==> config.mk <==
export PLATFORM = sky130hd
export DESIGN_NAME = int_ctrl
export DESIGN_NICKNAME = d
export VERILOG_FILES = /design/src/rtl/int_ctrl.sv
export SDC_FILE = /design/constraint.sdc
export NUM_CORES = 1
export LEC_CHECK = 0
export ABC_AREA = 1
export ABC_CLOCK_PERIOD_IN_PS = 2000
export CAP_MARGIN = 10
export CORE_ASPECT_RATIO = 0.9
export CORE_MARGIN = 2
export CORE_UTILIZATION = 30
export DETAILED_ROUTE_END_ITERATION = 16
export PLACE_DENSITY = 0.64
export SYNTH_ARGS = -nofsm -noshare
export SYNTH_HDL_FRONTEND = slang
export SYNTH_SLANG_ARGS = --single-unit
==> constraint.sdc <==
create_clock -name clk -period 2 [get_ports clk]
set_clock_uncertainty 0.2 [all_clocks]
set_input_delay 0.5 -clock clk [delete_from_list [all_inputs] [get_ports clk]]
set_output_delay 0.5 -clock clk [all_outputs]
set_load 0.03 [all_outputs]
==> src/rtl/int_ctrl.sv <==
// Priority-nesting interrupt controller: latches NUM_IRQ maskable sources plus one
// non-maskable arithmetic exception, and issues one registered call request at a time.
module int_ctrl #(
    parameter int unsigned          NUM_IRQ   = 8,
    parameter int unsigned          IDX_W     = 3,
    parameter logic [NUM_IRQ-1:0]   EDGE_MODE = {NUM_IRQ{1'b1}},
    parameter int unsigned          NEST      = 1,
    parameter logic [NUM_IRQ-1:0]   MASK_RST  = {NUM_IRQ{1'b1}}
) (
    input  logic               clk,
    input  logic               reset,
    input  logic [NUM_IRQ-1:0] irq,
    input  logic               exc,
    input  logic               mask_we,
    input  logic [NUM_IRQ-1:0] mask_d,
    input  logic               int_ack,
    input  logic               reti,
    output logic               int_req,
    output logic               int_exc,
    output logic [IDX_W-1:0]   int_idx,
    output logic [NUM_IRQ-1:0] pending,
    output logic [NUM_IRQ-1:0] in_service,
    output logic               exc_active
);

    logic [NUM_IRQ-1:0] r_pending;
    logic [NUM_IRQ-1:0] r_in_service;
    logic [NUM_IRQ-1:0] r_mask;
    logic [NUM_IRQ-1:0] r_irq_q;
    logic               r_exc_pend;
    logic               r_exc_active;
    logic               r_int_req;
    logic               r_int_exc;
    logic [IDX_W-1:0]   r_int_idx;

    logic [NUM_IRQ-1:0] w_pending_d;
    logic [NUM_IRQ-1:0] w_in_service_d;
    logic               w_exc_pend_d;
    logic               w_exc_active_d;
    logic               w_int_req_d;
    logic               w_int_exc_d;
    logic [IDX_W-1:0]   w_int_idx_d;

    logic               w_ack;
    logic               w_ack_exc;
    logic               w_ack_src;
    logic [NUM_IRQ-1:0] w_cand_vec;
    logic               w_cand_vld;
    logic [IDX_W-1:0]   w_cand_idx;
    logic [IDX_W-1:0]   w_is_idx;
    logic [NUM_IRQ-1:0] w_is_low;
    logic               w_issue_exc;
    logic               w_issue_src;

    // Ack only counts when a request is actually being displayed.
    assign w_ack      = int_ack & r_int_req;
    assign w_ack_exc  = w_ack & r_int_exc;
    assign w_ack_src  = w_ack & ~r_int_exc;
    assign w_cand_vec = r_pending & r_mask;

    // Lowest-index pending+enabled candidate and lowest in-service bit.
    always_comb begin
        w_cand_vld = 1'b0;
        w_cand_idx = '0;
        w_is_idx   = '0;
        w_is_low   = '0;
        for (int i = NUM_IRQ - 1; i >= 0; i--) begin
            if (w_cand_vec[i]) begin
                w_cand_vld = 1'b1;
                w_cand_idx = IDX_W'(i);
            end
            if (r_in_service[i]) begin
                w_is_idx = IDX_W'(i);
                w_is_low = '0;
                w_is_low[i] = 1'b1;
            end
        end
    end

    // Issue decision: exception first, then a source if no handler blocks it.
    always_comb begin
        w_issue_exc = r_exc_pend & ~r_exc_active;
        w_issue_src = 1'b0;
        if (!w_issue_exc && !r_exc_active && w_cand_vld) begin
            if (r_in_service == '0) begin
                w_issue_src = 1'b1;
            end else if ((NEST != 0) && (w_cand_idx < w_is_idx)) begin
                w_issue_src = 1'b1;
            end
        end
    end

    // Next-state for pending/exception/in-service and the registered request.
    always_comb begin
        w_pending_d    = r_pending;
        w_in_service_d = r_in_service;
        w_exc_active_d = r_exc_active;
        w_exc_pend_d   = exc | (r_exc_pend & ~w_ack_exc);
        w_int_req_d    = 1'b0;
        w_int_exc_d    = 1'b0;
        w_int_idx_d    = '0;

        for (int i = 0; i < NUM_IRQ; i++) begin
            if (EDGE_MODE[i]) begin
                // Set wins over ack-clear in the same cycle.
                w_pending_d[i] = (irq[i] & ~r_irq_q[i]) |
                                 (r_pending[i] & ~(w_ack_src && (r_int_idx == IDX_W'(i))));
            end else begin
                w_pending_d[i] = irq[i];
            end
        end

        // Retire the running handler before recording a newly acked one.
        if (reti) begin
            if (r_exc_active) begin
                w_exc_active_d = 1'b0;
            end else begin
                w_in_service_d = r_in_service & ~w_is_low;
            end
        end
        if (w_ack_exc) begin
            w_exc_active_d = 1'b1;
        end
        if (w_ack_src) begin
            w_in_service_d[r_int_idx] = 1'b1;
        end

        // One-cycle bubble after any ack so the new state is seen before re-issuing.
        if (!w_ack) begin
            if (w_issue_exc) begin
                w_int_req_d = 1'b1;
                w_int_exc_d = 1'b1;
            end else if (w_issue_src) begin
                w_int_req_d = 1'b1;
                w_int_idx_d = w_cand_idx;
            end
        end
    end

    // State registers with synchronous active-low reset.
    always_ff @(posedge clk) begin
        if (!reset) begin
            r_pending    <= '0;
            r_in_service <= '0;
            r_mask       <= MASK_RST;
            r_irq_q      <= '0;
            r_exc_pend   <= 1'b0;
            r_exc_active <= 1'b0;
            r_int_req    <= 1'b0;
            r_int_exc    <= 1'b0;
            r_int_idx    <= '0;
        end else begin
            r_pending    <= w_pending_d;
            r_in_service <= w_in_service_d;
            r_irq_q      <= irq;
            r_exc_pend   <= w_exc_pend_d;
            r_exc_active <= w_exc_active_d;
            r_int_req    <= w_int_req_d;
            r_int_exc    <= w_int_exc_d;
            r_int_idx    <= w_int_idx_d;
            if (mask_we) begin
                r_mask <= mask_d;
            end
        end
    end

    assign int_req    = r_int_req;
    assign int_exc    = r_int_exc;
    assign int_idx    = r_int_idx;
    assign pending    = r_pending;
    assign in_service = r_in_service;
    assign exc_active = r_exc_active;

endmodule

Yosys cells after proc, flatten, opt, wreduce, memory -nomap -nowiden
Cells that the tools add are included.
{"block": "op_classes", "order_cmp": 3, "n_eq_ne": 7, "muxes": 45, "n_bitwise": 55, "n_reduce_logical": 18}
{"operator": "two-way mux 8 bit", "n": 11}
{"operator": "two-way mux 3 bit", "n": 16}
{"operator": "AND 1 bit", "n": 21}
{"operator": "NOT 1 bit", "n": 21}
{"operator": "two-way mux 1 bit", "n": 17}
{"operator": "AND 8 bit", "n": 2}
{"operator": "equality test 3 bit (second input constant)", "n": 4}
{"operator": "logical AND 1 bit", "n": 11}
{"operator": "OR 1 bit", "n": 9}
{"operator": "zero test 8 bit", "n": 1}
{"operator": "NOT 8 bit", "n": 1}
{"operator": "OR 8 bit", "n": 1}
{"operator": "equality test 3 x 2 -> 1 bit (second input constant)", "n": 2}
{"operator": "< comparator 3 x 4 -> 1 bit (second input constant)", "n": 1}
{"operator": "OR reduction 4 bit", "n": 1}
{"operator": "demux 1 bit (select 3 bit)", "n": 1}
{"operator": "equality test 3 x 1 -> 1 bit (second input constant)", "n": 1}
{"operator": ">= comparator 3 x 1 -> 1 bit (second input constant)", "n": 1}
{"operator": "zero test 3 bit", "n": 1}
{"operator": "< comparator 3 bit", "n": 1}
{"operator": "zero test 1 bit", "n": 2}
{"operator": "nonzero test 2 bit", "n": 1}
{"operator": "OR reduction 2 bit", "n": 1}
{"block": "totals", "reg_bits": 39, "inputBits": 22, "output_inout_bits": 22, "word_cells": 137}

Longest topological paths before layout
Gate-level depths: netlist of the first run.
{"block": "logic_depth", "depth_word": 15, "ltp_mapped": 15, "depth_no_buf": 15}

Least setup slack after synthesis of the first run
No wires, ideal clock.
{"block": "synth_timing", "path_kind": "reg-to-reg", "start": "register r_in_service[2] (netlist: in_service[2])", "end": "register r_int_idx[0] (netlist: int_idx[0])", "setup_ns": 0.065, "arrival_ns": 1.649, "t_required_ns": 1.735, "path_slack_ns": 0.086, "path_stages_with_launch": 9, "path_buffers": 0, "synth_period_minus_slack_ns": 1.914, "path_cell_list": "dfxtp_1 nor4_2 o31ai_1 ha_1 a21oi_1 nand2_1 nand2_1 nand3_2 nor2_1"}
{"block": "synth_via", "elab_chain_len": 9, "word_cells_on_any_way": 10, "classes_between": "order compare: 1; mux: 6; bitwise: 1; reduce/logical: 2"}
{"item": "from (decl)", "line": "27", "source": "logic [NUM_IRQ-1:0] r_in_service;"}
{"item": "from (signal assigned)", "line": "154", "source": "r_in_service <= w_in_service_d;"}
{"item": "two-way mux 3 bit (3 in a row)", "line": "72", "source": "if (r_in_service[i]) begin"}
{"item": "< comparator 3 bit", "line": "87", "source": "end else if ((NEST != 0) && (w_cand_idx < w_is_idx)) begin"}
{"item": "two-way mux 1 bit", "line": "87"}
{"item": "two-way mux 1 bit *", "line": "85", "source": "if (r_in_service == '0) begin"}
{"item": "two-way mux 1 bit *", "line": "84", "source": "if (!w_issue_exc && !r_exc_active && w_cand_vld) begin"}
{"item": "NOT 1 bit (no source line) *"}
{"item": "OR reduction 4 bit (no source line) *"}
{"item": "to (signal assigned)", "line": "160", "source": "r_int_idx <= w_int_idx_d;"}
{"item": "to (decl)", "line": "34", "source": "logic [IDX_W-1:0] r_int_idx;"}
Every way passes the cells marked *; elsewhere a longest branch is shown, timed or not.
A chain may end at the register's enable or synchronous reset.

Worst setup path in the final report of the first run
{"block": "layout_timing", "start": "register r_in_service[0] (netlist: in_service[0])", "end": "register r_int_idx[0] (netlist: int_idx[0])"}
{"block": "layout_via", "elab_chain_len": 7, "word_cells_on_any_way": 8, "classes_between": "order compare: 1; mux: 4; bitwise: 1; reduce/logical: 2"}
{"item": "two-way mux 3 bit", "line": "72"}
{"item": "< comparator 3 bit", "line": "87"}
{"item": "two-way mux 1 bit", "line": "87"}
{"item": "two-way mux 1 bit *", "line": "85"}
{"item": "two-way mux 1 bit *", "line": "84"}
{"item": "NOT 1 bit (no source line) *"}
{"item": "OR reduction 4 bit (no source line) *"}
Marked as above.

==> results of run 1 <==
==> Yosys cell counts <==
library cell	n	area, um2
a211oi_1	1	7.510
a21oi_1	12	60.06
a21oi_2	1	8.760
clkbuf_1	5	18.77
dfxtp_1	39	780.8
ha_1	2	25.02
inv_1	31	116.4
nand2_1	68	255.2
nand3_1	23	115.1
nand3_2	1	10.01
nor2_1	16	60.06
nor3_1	1	5.000
nor4_2	1	12.51
o211ai_1	1	7.510
o21ai_0	12	60.06
o21bai_1	1	7.510
o31ai_1	1	7.510
==> final cells by class <==
class / count / area [um2]
clock buffer: 6 / 82.58
clock inverter: 2 / 35.03
fill: 535 / 2671
inverter: 31 / 116.4
multi-input combinational: 141 / 685.7
sequential: 39 / 785.8
tap: 65 / 81.33
timing repair buffer: 51 / 466.7
==> state kept, by name (all words and copies together) (netlist names) <==
signal,count
int_exc,1
int_idx,3
in_service,8
r_irq_q,8
r_mask,8
int_req,1
pending,8
exc_active,1
r_exc_pend,1
==> per-layer routing <==
| metal | part of all wire | track usage |
|---|---|---|
| met5 | 0 | 0 |
| met4 | 0.0047 | 0.04520 |
| met3 | 0.076 | 0.06095 |
| met2 | 0.43 | 0.1917 |
| met1 | 0.49 | 0.1866 |
==> power by group through the flow <==
stage / registers (mW) / clock network, mW / logic (mW)
2_1_floorplan: 0.930 / 0 / 0.144
3_3_place_gp: 0.886 / 0 / 0.336
3_5_place_dp: 0.885 / 0 / 0.341
4_1_cts: 0.866 / 0.682 / 0.325
5_1_grt: 0.873 / 0.727 / 0.388
6_report: 0.866 / 0.672 / 0.350
==> metrics by stage <==
| stage | instances | setup slack, ns | hold WS (ns) | instance area [um2] | utilization |
|---|---|---|---|---|---|
| 2_1_floorplan | 216 | 0.08586 | 0.1988 | 1558 | - |
| 3_3_place_gp | 325 | -0.04229 | 0.2012 | 2096 | 0.4256 |
| 3_5_place_dp | 325 | -0.09071 | 0.2063 | 2096 | 0.4256 |
| 4_1_cts | 333 | 0.008822 | 0.2140 | 2187 | 0.4441 |
| 5_1_grt | 335 | -0.02972 | 0.2301 | 2253 | 0.4576 |
| 6_report | 335 | 0.09763 | 0.2101 | 2253 | 0.4576 |
==> layout by cell type (no fill, tap or decap), types with 2 or more instances in the layout <==
| master | Yosys | final |
|---|---|---|
| dfxtp_1 | 39 | 37 |
| ha_1 | 2 | 2 |
| o21ai_0 | 12 | 12 |
| nand2_1 | 68 | 67 |
| clkbuf_8 | 0 | 6 |
| clkdlybuf4s50_1 | 0 | 21 |
| inv_1 | 31 | 31 |
| buf_4 | 0 | 8 |
| nor2_1 | 16 | 13 |
| nor2_2 | 0 | 3 |
| a21oi_1 | 12 | 10 |
| nand3_1 | 23 | 23 |
| a21oi_2 | 1 | 3 |
| dlygate4sd2_1 | 0 | 21 |
==> logic make-up (layout without fill, tap and decap cells) <==
logic type                 count (synthesis)  after routing  share of synthesized area
adders and majority gates                  2              2                    0.01606
and+or+nand+nor                          110            110                     0.2940
buffers and inverters                     36             90                    0.08675
AOI/OAI and AO/OA                         29             29                     0.1020
DFF                                       39             39                     0.5012
==> worst paths after layout <==
| kind | startpoint | end | slack (ns) | cells past startpoint |
|---|---|---|---|---|
| worst max register to register | in_service[0] | int_idx[0] | 0.1 | 8 |
| worst min-delay path | r_irq_q[7] | pending[7] | 0.21 | 1 |
| worst max-delay path | in_service[0] | int_idx[0] | 0.1 | 8 |
| worst min register to register | r_irq_q[7] | pending[7] | 0.21 | 1 |
==> worst max-delay path: cells and delay by family, from the launching register on <==
kind	cells	cell delay (ns)
AND/OR/NAND/NOR	5	0.67
flip-flops	1	0.37
adder cells (fa/ha/maj)	1	0.34
AO/OA/AOI/OAI	2	0.27
==> repair_timing <==
action / CTS / global route
pin swaps: 0 / 8
endpoints found under the setup margin: 21 / 5
buffers inserted: 0 / 2
gates resized for setup: 21 / 14
gates cloned: 0 / 0
hold buffers: 0 / 0
==> flow_summary.yaml, run 1 <==
run_status:
  outcome: "finished clean"
drt:
  vias: 1457
  drc_errors: 0
  dr.first_iter.drc_count: 67
  vias_per_cell: 4.349
  ant_nets: 0
  first_pass_iters: 4
  wl_per_cell_um: 11.32
  finalWirelength_mm: 3.792
floorplan:
  die_h_um: 72.36
  start_util: 0.3163
  rows: 24
  die_w_um: 79.96
  ios: 44
  core_area_mm2: 0.004925
  die-area_mm2: 0.005786
sta:
  finalCritPeriodShare: 0.9512
  period_needed_ns: 1.902
  max_freq_mhz: 525.7
  report.final.slew_viol_count: 0
  setup_viol: 0
  worst_pin_slew_ns: 0.3801
  max-slew-margin-rel: 0.7451
  hold_viol: 0
  tns_ns: 0
  rsz0062_at_grt: "yes"
power:
  switchingPower_mw: 0.5111
  p_per_area_mw_per_mm2: 837.8
  power_frac_clock: 0.356
  ir_worst_vdd_v: 0.0005267
  fin_total_pwr_mw: 1.888
  power_frac_comb: 0.185
  leakage_nw: 1.132
  power_frac_seq: 0.459
  internal_power_mw: 1.377
  switching_share: 0.2707
place:
  dpl.hpwl_mm: 2.942
  io_buffers: 43
  routabilityCongestion: 0.8324
setup_path:
  slowest_delay_ns: 0.37
  cp_cell_sequence: "nor4_4 > o31ai_2 > ha_1 > a21oi_2 > nand2_1 > nand2_2 > nand3_4 > nor2_2"
  endpoint_kind: "flip-flop"
  cp_slowest_cell: "dfxtp_4"
  required_ns: 2.03
  cp_max_fo: 5
  start_kind: "flip-flop"
  arrival_ns: 1.93
  criticalPathCategory: "flip-flop to flip-flop"
global_routing:
  grt_overflow: 0
  grt_max_degree: 13
  grt_pass1_vias: 1260
  grt_pass1_wl_mm: 5.975
  grt.total_usage: 0.1366
  antenna_found_initial: 0
min_path:
  hold_path.class: "flip-flop to flip-flop"
synth:
  synth_cell_types: 17
  synth-seq-area-share: 0.5012
  synth_nets: 240
  postSynthAreaPerCell_um2: 7.212
  synth_area_mm2: 0.001558
  yosysWarnings: 0
  syn-instance-count: 216
  synth_seq_cells: 39
run:
  maxCapViolCount: 0
finish:
  area_delta_synth_final_pct: 44.66
  layout-drive-gt1-share: 0.1074
  n_antenna_cell: 0
  nets: 293
clock_tree:
  cts_buffers: 5
  clk_pin_slew_ns: 0.08
  cts_tree: "built"
  cts_sinks: 39
  clock-root-buffer: "clkbuf_8"
  cts_buffer_depth: 2
  htreeDepth: 2
  clk_latency_ns: 0.29
Power figures use the tool's default switching activity.
==> inputs of run 2 (changes only) <==
- PLACE_DENSITY: 0.64 -> default
==> flow_summary.yaml, run 2 (synthesized netlist as in run 1, its figures left out) <==
run_status:
  outcome: "finished clean"
global_routing:
  grt.total_usage: 0.1374
  grt_max_degree: 25
  grt_pass1_wl_mm: 6.127
  grt_overflow: 0
  grt_pass1_vias: 1397
  antenna_found_initial: 0
setup_path:
  worstSetupPathDepth: 1
  cp_cell_sequence: "dlygate4sd2_1"
  cp_slowest_cell: "dfxtp_1"
  rr_worst_depth: 10
  start_kind: "flip-flop"
  endpoint_kind: "output port"
  cp_max_fo: 6
  cp_top_family: "flip-flops"
  reg2reg_slack_ns: 0.12
  crit_buf_inv: 1
  criticalPathCategory: "flip-flop to output port"
  slowest_delay_ns: 0.46
  arrival_ns: 1.19
  required_ns: 1.30
drt:
  vias: 1470
  finalWirelength_mm: 3.732
  first_pass_iters: 4
  wl_per_cell_um: 11.17
  drc_errors: 0
  ant_nets: 0
  dr.first_iter.drc_count: 66
  vias_per_cell: 4.401
finish:
  multi_input_area_um2: 674.4
  nets: 292
  seq_area_um2: 790.8
  layout-drive-gt1-share: 0.1152
  fillers: 534
  instances_no_fill: 334
  area_delta_synth_final_pct: 43.45
  layout_common_cells: "nand2_1 (67), inv_1 (31), dfxtp_1 (31)"
  final_area_mm2: 0.002235
  n_antenna_cell: 0
  layout_commonest_cell: "nand2_1"
sta:
  rsz0062_at_grt: "yes"
  timing.hold.ws_ns: 0.2128
  period_needed_ns: 1.890
  finalCritPeriodShare: 0.9449
  worst_pin_slew_ns: 0.3137
  max_freq_mhz: 529.1
  hold_viol: 0
  report.final.slew_viol_count: 0
  max-slew-margin-rel: 0.7905
  setup_ws_ns: 0.1101
  setup_viol: 0
power:
  leakage_nw: 1.123
  ir_worst_vdd_v: 0.0003817
  fin_total_pwr_mw: 1.781
  p_per_area_mw_per_mm2: 797.1
place:
  place_ws_ns: -0.1048
  routabilityCongestion: 0.7854
  io_buffers: 43
  place_area_mm2: 0.002108
  dpl.hpwl_mm: 2.902
  dpl.cell_count: 325
floorplan:
  rows: 24
  ios: 44
  die_h_um: 72.36
  die-area_mm2: 0.005786
  start_util: 0.3163
  die_w_um: 79.96
  core_area_mm2: 0.004925
run:
  maxCapViolCount: 0
clock_tree:
  cts_sinks: 39
  cts_buffers: 5
  hold_buffers: 0
  clock-root-buffer: "clkbuf_8"
  cts_tree: "built"
  clk_latency_ns: 0.29
  clk_pin_slew_ns: 0.07
  cts_buffer_depth: 2
  htreeDepth: 2
min_path:
  hold_path.class: "flip-flop to flip-flop"
  worstHoldPathCells: 1
[run 2: changes by cell type in the layout (fill, tap and decap cells not counted), sizes merged]
cell / change
buf: -1
clkinv: -1
clkbuf: +2
bufinv: -1
[run 2: cell type report]
class,count,area share
sequential,39,0.3539
timing repair buffer,50,0.2111
tap,65,0.03639
inverter,31,0.05207
clock buffer,8,0.04479
multi-input combinational,141,0.3018
[run 2: through the flow]
stage | util | TNS, ns
detailed placement | 0.4281 | -0.2840
global route | 0.4538 | -0.03728
global placement | 0.4281 | -0.1422
finish | 0.4538 | 0
CTS | 0.4431 | 0
floorplan | - | 0
[run 2: timing repair]
item / CTS / global route
gates resized for setup: 21 / 17
endpoints found under the hold margin: 0 / 0
setup endpoints to repair: 21 / 6
buffers inserted: 0 / 1
pin swaps: 0 / 7
[run 2: final timing paths]
kind               from    endpoint
min reg2reg  r_irq_q[6]  pending[6]
max          int_idx[2]  int_idx[2]
max reg2reg  pending[5]  int_idx[0]
min          r_irq_q[6]  pending[6]
[run 2: metal layers]
metal / vias up / global-route usage / share of wire
met1: 647 / 0.1761 / 0.49
met5: - / 0 / 0
met2: 31 / 0.2148 / 0.44
li1: 786 / - / -
met3: 6 / 0.04602 / 0.062
met4: 0 / 0.05273 / 0.010
[run 2: power by group]
group	internal [mW]	leakage (nW)	total, mW	switching, mW
Combinational	0.145	0.748	0.345	0.201
Clock	0.314	0.0515	0.570	0.256
Sequential	0.830	0.324	0.865	0.0356
Total	1.29	1.12	1.78	0.492
==> inputs of run 3 (changes only) <==
- CORE_MARGIN: 2 -> 1
- CORE_UTILIZATION: 30 -> 45
- PLACE_DENSITY: default -> 0.76
==> flow_summary.yaml, run 3 (synthesized netlist as in run 1, its figures left out) <==
power:
  ir_worst_vdd_v: 0.0004616
  switching_share: 0.2891
  fin_total_pwr_mw: 1.704
  internal_power_mw: 1.212
  p_per_area_mw_per_mm2: 785.1
  power_frac_comb: 0.197
  switchingPower_mw: 0.4927
  leakage_nw: 1.111
  power_frac_clock: 0.297
  power_frac_seq: 0.507
run:
  maxCapViolCount: 0
finish:
  layout-drive-gt1-share: 0.08088
  nets: 295
  instances_no_fill: 314
  n_antenna_cell: 0
  area_delta_synth_final_pct: 39.36
  final_area_mm2: 0.002171
  layout_commonest_cell: "nand2_1"
  layout_common_cells: "nand2_1 (68), dfxtp_1 (39), inv_1 (31)"
setup_path:
  criticalPathCategory: "flip-flop to flip-flop"
  slowest_delay_ns: 0.34
  reg2reg_slack_ns: 0.03
  cp_slowest_cell: "dfxtp_1"
  crit_buf_inv: 1
  reg2reg_from: "in_service[5]"
  endpoint_kind: "flip-flop"
  rr_worst_depth: 9
  required_ns: 2.03
  regToRegEndpoint: "int_idx[0]"
  arrival_ns: 2.00
  crit_top_cell: "nand2_1"
  start_kind: "flip-flop"
  cp_cell_sequence: "nor2_2 > inv_1 > o31ai_1 > ha_1 > a21oi_1 > nand2_1 > nand2_1 > nand3_2 > nor2_1"
  crit_start: "in_service[5]"
  cp_max_fo: 4
  cp_top_family: "simple AND/OR/NAND/NOR gates"
floorplan:
  start_util: 0.4890
  die_h_um: 57.82
  core_area_mm2: 0.003186
  ios: 44
  rows: 19
  die-area_mm2: 0.003701
  die_w_um: 64.02
place:
  routabilityCongestion: 0.8278
  place_area_mm2: 0.002090
  dpl.cell_count: 305
  dpl.hpwl_mm: 2.702
  io_buffers: 43
drt:
  dr.first_iter.drc_count: 43
  vias_per_cell: 4.729
  first_pass_iters: 4
  vias: 1485
  wl_per_cell_um: 11.52
  drc_errors: 0
  ant_nets: 0
  finalWirelength_mm: 3.618
sta:
  finalCritPeriodShare: 0.9850
  report.final.slew_viol_count: 0
  worst_pin_slew_ns: 0.3364
  hold_viol: 0
  period_needed_ns: 1.970
  timing.hold.ws_ns: 0.2164
  max-slew-margin-rel: 0.7767
  max_freq_mhz: 507.6
  setup_viol: 0
global_routing:
  grt_overflow: 0
  antenna_found_initial: 0
  grt.total_usage: 0.2225
  grt_pass1_wl_mm: 6.106
  grt_max_degree: 17
  grt_pass1_vias: 1358
clock_tree:
  htreeDepth: 2
  clk_latency_ns: 0.29
  cts_sinks: 39
  cts_tree: "built"
  clock-root-buffer: "clkbuf_8"
  cts_buffer_depth: 2
  cts_buffers: 5
  clk_pin_slew_ns: 0.07
  hold_buffers: 0
min_path:
  hp-start: "r_irq_q[7]"
  hold_end: "pending[7]"
  hold_path.class: "flip-flop to flip-flop"
  worstHoldPathCells: 1
run_status:
  outcome: "finished clean"
-- run 3: cell types whose count changed in the layout (fill, tap and decap cells not counted), moves of 2 or more --
cell      previous run  this run
buf_4                6        10
clkbuf_8             7         5
dfxtp_1             31        39
dfxtp_2              8         0
nor2_1              13        15
-- run 3: area by class of cell --
cell class	instances	area, um2
fillers	301	1015
flip-flops and latches	39	780.7
multi-input cells	141	661.9
clock buffers	7	76.32
clock inverters	1	5.005
well taps	42	52.55
repair buffers	53	478.0
inverters	31	116.4
-- run 3: repair_timing --
| item | CTS | global route |
|---|---|---|
| pin swaps | 0 | 1 |
| buffers inserted | 0 | 1 |
| setup endpoints to repair | 22 | 4 |
| gates resized for setup | 22 | 4 |
-- run 3: how the worst max path moves through the flow --
stage                  to  slack, ns  depth (start not counted)
2_1_floorplan  int_idx[0]       0.09                          8
3_3_place_gp   pending[5]      -0.03                          8
3_5_place_dp   pending[5]      -0.05                          8
4_1_cts        int_idx[0]       0.08                         10
5_1_grt        int_idx[0]      -0.07                          9
6_report       int_idx[0]       0.03                          9
-- run 3: routing by layer --
metal  part of all wire  routed length, um  track usage
met4              0.026                 93       0.1071
met2               0.44               1590       0.3465
met5                  0                  0            0
met1               0.49               1767       0.2831
met3              0.046                167      0.06693
-- run 3: metrics by stage --
| step | TNS, ns | setup slack (ns) | util |
|---|---|---|---|
| CTS | 0 | 0.07867 | 0.6728 |
| global placement | -0.05420 | -0.03172 | 0.6559 |
| floorplan | 0 | 0.08586 | - |
| global route | -0.2348 | -0.06846 | 0.6815 |
| detailed placement | -0.1266 | -0.05041 | 0.6559 |
| finish | 0 | 0.02994 | 0.6815 |
-- run 3: power groups by stage --
stage / Combinational [mW] / Clock, mW / Sequential (mW)
6_report: 0.335 / 0.505 / 0.863
5_1_grt: 0.377 / 0.551 / 0.869
4_1_cts: 0.330 / 0.518 / 0.862
3_5_place_dp: 0.349 / 0 / 0.879
3_3_place_gp: 0.343 / 0 / 0.879
2_1_floorplan: 0.144 / 0 / 0.930
